===== src/rtl/rv32_pkg.sv =====
// rv32_pkg: shared writeback select codes, load funct3 encodings and writeback FSM states
package rv32_pkg;
  typedef enum logic [1:0] {SEL_ALU = 2'd0, SEL_LOAD = 2'd1, SEL_LINK = 2'd2, SEL_NONE = 2'd3} wb_sel_t;
  typedef enum logic [1:0] {IDLE = 2'd0, LOAD_WAIT = 2'd1, COMMIT = 2'd2} wb_state_t;
  localparam logic [2:0] F3_LB  = 3'b000;
  localparam logic [2:0] F3_LH  = 3'b001;
  localparam logic [2:0] F3_LW  = 3'b010;
  localparam logic [2:0] F3_LBU = 3'b100;
  localparam logic [2:0] F3_LHU = 3'b101;
endpackage


===== src/rtl/load_extend.sv =====
// load_extend: selects the addressed byte/half lane, extends it, and flags misaligned or illegal loads
module load_extend
  import rv32_pkg::*;
#(
  parameter int XLEN = 32
) (
  input  logic [2:0]      funct3,
  input  logic [1:0]      offset,
  input  logic [XLEN-1:0] rdata,
  output logic [XLEN-1:0] data,
  output logic            misaligned,
  output logic            illegal
);
  logic [7:0]  b;
  logic [15:0] h;
  // lane select and extension; 011/110/111 are not RV32I loads
  always_comb begin
    b          = rdata[8*offset +: 8];
    h          = rdata[16*offset[1] +: 16];
    data       = funct3 == F3_LB  ? {{(XLEN-8){b[7]}}, b} :
                 funct3 == F3_LH  ? {{(XLEN-16){h[15]}}, h} :
                 funct3 == F3_LW  ? rdata :
                 funct3 == F3_LBU ? {{(XLEN-8){1'b0}}, b} :
                 funct3 == F3_LHU ? {{(XLEN-16){1'b0}}, h} : '0;
    illegal    = funct3 == 3'b011 || funct3[2:1] == 2'b11;
    misaligned = ((funct3 == F3_LH || funct3 == F3_LHU) && offset[0]) || (funct3 == F3_LW && offset != 2'b00);
  end
endmodule


===== src/rtl/load_writeback.sv =====
// load_writeback: RV32I writeback stage; runs load handshakes and pulses the register-file write port
module load_writeback
  import rv32_pkg::*;
#(
  parameter int XLEN        = 32,
  parameter int REG_AW      = 5,
  parameter int MEM_TIMEOUT = 16
) (
  input  logic              clk,
  input  logic              rst,
  input  logic              wb_valid,
  output logic              wb_ready,
  input  logic [REG_AW-1:0] wb_rd,
  input  logic [1:0]        wb_sel,
  input  logic [2:0]        wb_funct3,
  input  logic [XLEN-1:0]   alu_result,
  input  logic [XLEN-1:0]   pc_plus4,
  output logic              mem_req,
  output logic [XLEN-1:0]   mem_addr,
  input  logic              mem_ack,
  input  logic [XLEN-1:0]   mem_rdata,
  output logic [XLEN-1:0]   reg_write,
  output logic [REG_AW-1:0] rd,
  output logic              write,
  output logic              load_fault,
  output logic              stall
);
  localparam int CW = $clog2(MEM_TIMEOUT);
  wb_state_t         state;
  wb_sel_t           sel;
  logic [CW-1:0]     cnt;
  logic [REG_AW-1:0] ld_rd;
  logic [2:0]        ld_f3;
  logic [1:0]        ld_off;
  logic [XLEN-1:0]   ext_data;
  logic              misaligned, illegal;
  logic              in_wait;
  assign in_wait  = state == LOAD_WAIT;
  assign wb_ready = !in_wait;
  assign stall    = wb_valid && in_wait;
  assign sel      = wb_sel_t'(wb_sel);
  // one extender serves both the acceptance-time fault check and the returned-data extension
  load_extend #(.XLEN(XLEN)) u_ext (
    .funct3     (in_wait ? ld_f3 : wb_funct3),
    .offset     (in_wait ? ld_off : alu_result[1:0]),
    .rdata      (mem_rdata),
    .data       (ext_data),
    .misaligned (misaligned),
    .illegal    (illegal)
  );
  // writeback FSM: accept, wait for load ack or timeout, pulse write/fault for one cycle
  always_ff @(posedge clk or negedge rst) begin
    if (!rst) begin
      state      <= IDLE;
      cnt        <= '0;
      ld_rd      <= '0;
      ld_f3      <= '0;
      ld_off     <= '0;
      mem_req    <= 1'b0;
      mem_addr   <= '0;
      reg_write  <= '0;
      rd         <= '0;
      write      <= 1'b0;
      load_fault <= 1'b0;
    end else begin
      write      <= 1'b0;
      load_fault <= 1'b0;
      if (in_wait) begin
        if (mem_ack) begin
          state   <= COMMIT;
          mem_req <= 1'b0;
          if (ld_rd != '0) begin
            write     <= 1'b1;
            rd        <= ld_rd;
            reg_write <= ext_data;
          end
        end else if (cnt == CW'(MEM_TIMEOUT - 1)) begin
          state      <= IDLE;
          mem_req    <= 1'b0;
          load_fault <= 1'b1;
        end else begin
          cnt <= cnt + 1'b1;
        end
      end else if (wb_valid) begin
        if (sel == SEL_LOAD) begin
          if (misaligned || illegal) begin
            state      <= IDLE;
            load_fault <= 1'b1;
          end else begin
            state    <= LOAD_WAIT;
            mem_req  <= 1'b1;
            mem_addr <= {alu_result[XLEN-1:2], 2'b00};
            cnt      <= '0;
            ld_rd    <= wb_rd;
            ld_f3    <= wb_funct3;
            ld_off   <= alu_result[1:0];
          end
        end else begin
          state <= COMMIT;
          if (sel != SEL_NONE && wb_rd != '0) begin
            write     <= 1'b1;
            rd        <= wb_rd;
            reg_write <= sel == SEL_LINK ? pc_plus4 : alu_result;
          end
        end
      end else begin
        state <= IDLE;
      end
    end
  end
endmodule


===== config.mk =====
export PLATFORM = sky130hd
export DESIGN_NAME = load_writeback
export DESIGN_NICKNAME = d
export VERILOG_FILES = /design/src/rtl/rv32_pkg.sv /design/src/rtl/load_extend.sv /design/src/rtl/load_writeback.sv
export SDC_FILE = /design/constraint.sdc
export NUM_CORES = 1
export LEC_CHECK = 0
export BUFFER_PORTS_ARGS = -buffer_cell sky130_fd_sc_hd__buf_2
export CAP_MARGIN = 5
export CORE_MARGIN = 4
export CORE_UTILIZATION = 54
export DETAILED_ROUTE_END_ITERATION = 7
export HOLD_SLACK_MARGIN = 0.15
export PLACE_DENSITY = 0.94
export SLEW_MARGIN = 20
export SYNTH_ARGS = -nofsm -noshare
export SYNTH_HDL_FRONTEND = slang
export SYNTH_HIERARCHICAL = 1
export SYNTH_SLANG_ARGS = --single-unit
export TNS_END_PERCENT = 1

===== constraint.sdc =====
create_clock -name clk -period 5.19 [get_ports clk]
set_clock_uncertainty 0.1 [all_clocks]
set_input_delay 0.2595 -clock clk [delete_from_list [all_inputs] [get_ports clk]]
set_output_delay 0.2595 -clock clk [all_outputs]
set_load 0.01 [all_outputs]

==> summary.md <==
| Metric | Value |
|---|---|
| Leak Pwr | just over 3 nW |
| Max clock buf depth | 2 |
| Die height | about 100 um |
| Buf/Inv on CP | 0 |
| Crit-path slowest cell | nor4_4 |
| Count of different cell masters after synthesis | 44 |
| WL/cell | roughly 20 um |
| FF+latch area | about 0.0022 mm^2 |
| Crit path max-delay family | simple AND/OR/NAND/NOR gates |
| Crit share post-route | between 70% and 80% |
| Post-synthesis sequential area ratio | 43.8% |
| Ys flop type | dfrtp_1 |
| Area leader, netlist | dfrtp_1 |
| Crit path launch type | flip-flop |
| Average cell area after synthesis | between 10 and 15 um^2 |
| Initial antenna violation count | 0 |
| Initial core utilization | 56.0% |
| DR vias | about 4300 |
| Syn. warnings | 6 |
| Worst-margin pin slew | about 1.1 ns |
| Num CTS Buffers | 9 |
| Synth top area share | about 44% |
| Area Overhead vs Synth | 31.9% |
| Worst Path Max Fanout | 87 |
| Worst EP required | ~5.3 ns |
| Max Cap Viol | 0 |
| Grt ovf | 0 |
| Total power | 0.00220 W |
| Worst path arrival time | between 3 and 4 ns |
| Row cnt | 34 |
| Die ar. | about 0.011 mm^2 |
| Synth Register Bits | 86 |
| CP Cell Sequence | nand2b_4 > mux2_2 > mux4_2 > nor4_4 > a21oi_1 > nor2_1 > a21oi_1 > mux2_2 |
| Fin util | about three quarters |
| IO buf count | 181 |
| First-pass GRT wire length | approximately 22000 um |
| Largest cells by area after synthesis | dfrtp_1 (44%), mux2_2 (17%), mux2i_1 (7.1%) |
| Outcome | finished, final reports clean |
| Final nets | about 750 |
| Post-synthesis cell area | a little under 0.005 mm^2 |
| PwrDens | 340 mW/mm^2 |
| CTS resizes | 0 |
| Min cycle time layout | roughly 3.7 ns |
| Die Wd | just over 100 um |
| Setup Viol. Count Final | 0 |
| Drt pass-1 iters | 4 |
| DRT iter0 DRCs | 260 |
| Core area | roughly 0.009 mm^2 |
| Total track usage | about 28% |
| Post-DP HPWL | 10400 um |
| Unrepaired setup endpoints after global routing | false |
| Synth Instances | between 400 and 500 |
| Post-synth EDFFs | 0 |
| Antenna Cells | 0 |
| CTS sink cnt | between 80 and 90 |
| Gpl congestion | about 0.88 |
| Share of layout cells above drive strength 1 | about half |
| Largest net degree at the start of global routing | 88 |
| Worst IR Drop VDD | between 0.15 and 0.2 mV |
| Skew-Pair Late Insertion Delay | around 0.36 ns |
| Worst hold path class | input pin to flip-flop |
| Detail Route Antenna Nets | 0 |
| Post-CTS Setup Inserts | 0 |
| Area post-placement | 0.00583 mm^2 |
| CTS H-tree depth | 3 |
| Multi-input gate area | approximately 0.0026 mm^2 |
| Routed wire length | between 10000 and 15000 um |
| Setup_tns | 0 ns |
| Slew Viols, Final | 0 |
| Routed vias/inst | between 5 and 6 |
| Hold Violations, Final | 0 |
| Asr flop ratio synth | 100% |
| IO Pins | 184 |
| Final instance area | 0.00647 mm^2 |
| CTS tree | yes |
| Setup CP Type | flip-flop to flip-flop |
| Drt drc | 0 |
| CP endpoint kind | flip-flop |
| Maximum clock frequency | approximately 270 MHz |
| Worst-path clk slew | roughly 0.1 ns |
| Rel. slew slack | roughly 25% |
| Clock root cell | clkbuf_8 |
| Crit path largest cell delay | roughly 0.85 ns |
| Layout fillers | 595 |
| Vias in the first global route | roughly 4500 |
-- metrics by stage --
step	hold slack, ns	setup WS [ns]	instances
after floorplan	-0.136	1.71	430
after global placement	0.381	1.63	687
after detailed placement	0.387	1.54	688
after CTS	0.178	1.51	748
after global routing	0.223	1.26	748
final	0.189	1.46	748
-- layer usage --
metal	GRT usage [%]	routed length [um]	vias up
met5	0	0	-
met4	9.66	317	0
met3	5.30	1030	27
met2	48.0	7460	195
met1	34.2	5940	2067
li1	-	-	1963
-- cell type report --
type                       count  area share [%]
multi-input combinational    306            39.8
sequential                    86            33.2
timing repair buffer         229            21.6
tap                          108            2.09
clock buffer                   9            1.91
clock inverter                 7            1.20
inverter                       3           0.174
-- worst reg2reg max path: cells and delay by family (launching register included) --
kind	cells	cell delay, ns
and+or+nand+nor	3	1.66
DFF	1	0.41
muxes	3	1.29
AOI/OAI and AO/OA	2	0.17
-- registers in the layout (all words and copies together), names as in the netlist --
signal      count
load_fault      1
ld_f3           3
ld_rd           5
reg_write      32
write           1
state           2
ld_off          2
cnt             4
mem_req         1
rd              5
mem_addr       30
-- kinds of logic (layout without fill, tap and decap cells) --
family	count (synthesis)	in the layout	synth area share (%)
compound gates	92	92	12.2
xor+xnor	1	1	0.178
fa+ha+maj	1	1	0.255
buf+inv	38	248	4.31
flops	86	86	43.8
mux	131	131	30.8
other cells	1	2	0.0764
simple gates	79	79	8.28
-- report_power, final --
| part | internal (W) | switching, W | total, W |
|---|---|---|---|
| registers | 0.000855 | 0.000107 | 0.000962 |
| logic | 0.000394 | 0.000353 | 0.000747 |
| clock network | 0.000229 | 0.000266 | 0.000494 |
| total | 0.00148 | 0.000726 | 0.00220 |
-- placed cells by master (no fill, tap or decap), drive strengths merged, types with 9 or more instances in the layout --
| cell | synthesis | final |
|---|---|---|
| a221o | 14 | 14 |
| nor2b | 10 | 10 |
| o21ai | 23 | 23 |
| buf | 22 | 185 |
| dlygate4sd3 | 0 | 44 |
| nor2 | 42 | 42 |
| dfrtp | 86 | 86 |
| clkbuf | 13 | 9 |
| a21oi | 48 | 48 |
| mux2i | 35 | 35 |
| mux2 | 95 | 95 |
-- final timing paths --
| check | start | end | slack, ns | cells after the start |
|---|---|---|---|---|
| min in group asynchronous | rst | mem_addr[27] | 0.41 | 2 |
| max in group asynchronous | rst | write | 4.05 | 2 |
| hold / removal | wb_sel[1] | state[1] | 0.19 | 4 |
| setup / recovery | state[0] | reg_write[19] | 1.46 | 8 |
| setup reg to reg | state[0] | reg_write[19] | 1.46 | 8 |
| hold reg to reg | mem_addr[15] | mem_addr[15] | 0.41 | 1 |
-- cell usage after synthesis (all sizes together), types with 2 or more instances --
master	number
nand2	4
inv	3
a311o	2
or3b	2
nor4	2
nor2	42
or4	2
nor3b	3
o21ai	23
mux2i	35
a221o	14
clkbuf	13
dfrtp	86
buf	22
nor2b	10
and3	2
o21a	2
a21oi	48
nand2b	2
mux2	95
nand3	4
-- timing repair --
action / CTS / global route
hold endpoints to repair: 128 / 0
hold buffers: 44 / 0
setup endpoints to repair: 0 / 0
Note: power is estimated with default switching activity, not from simulation.
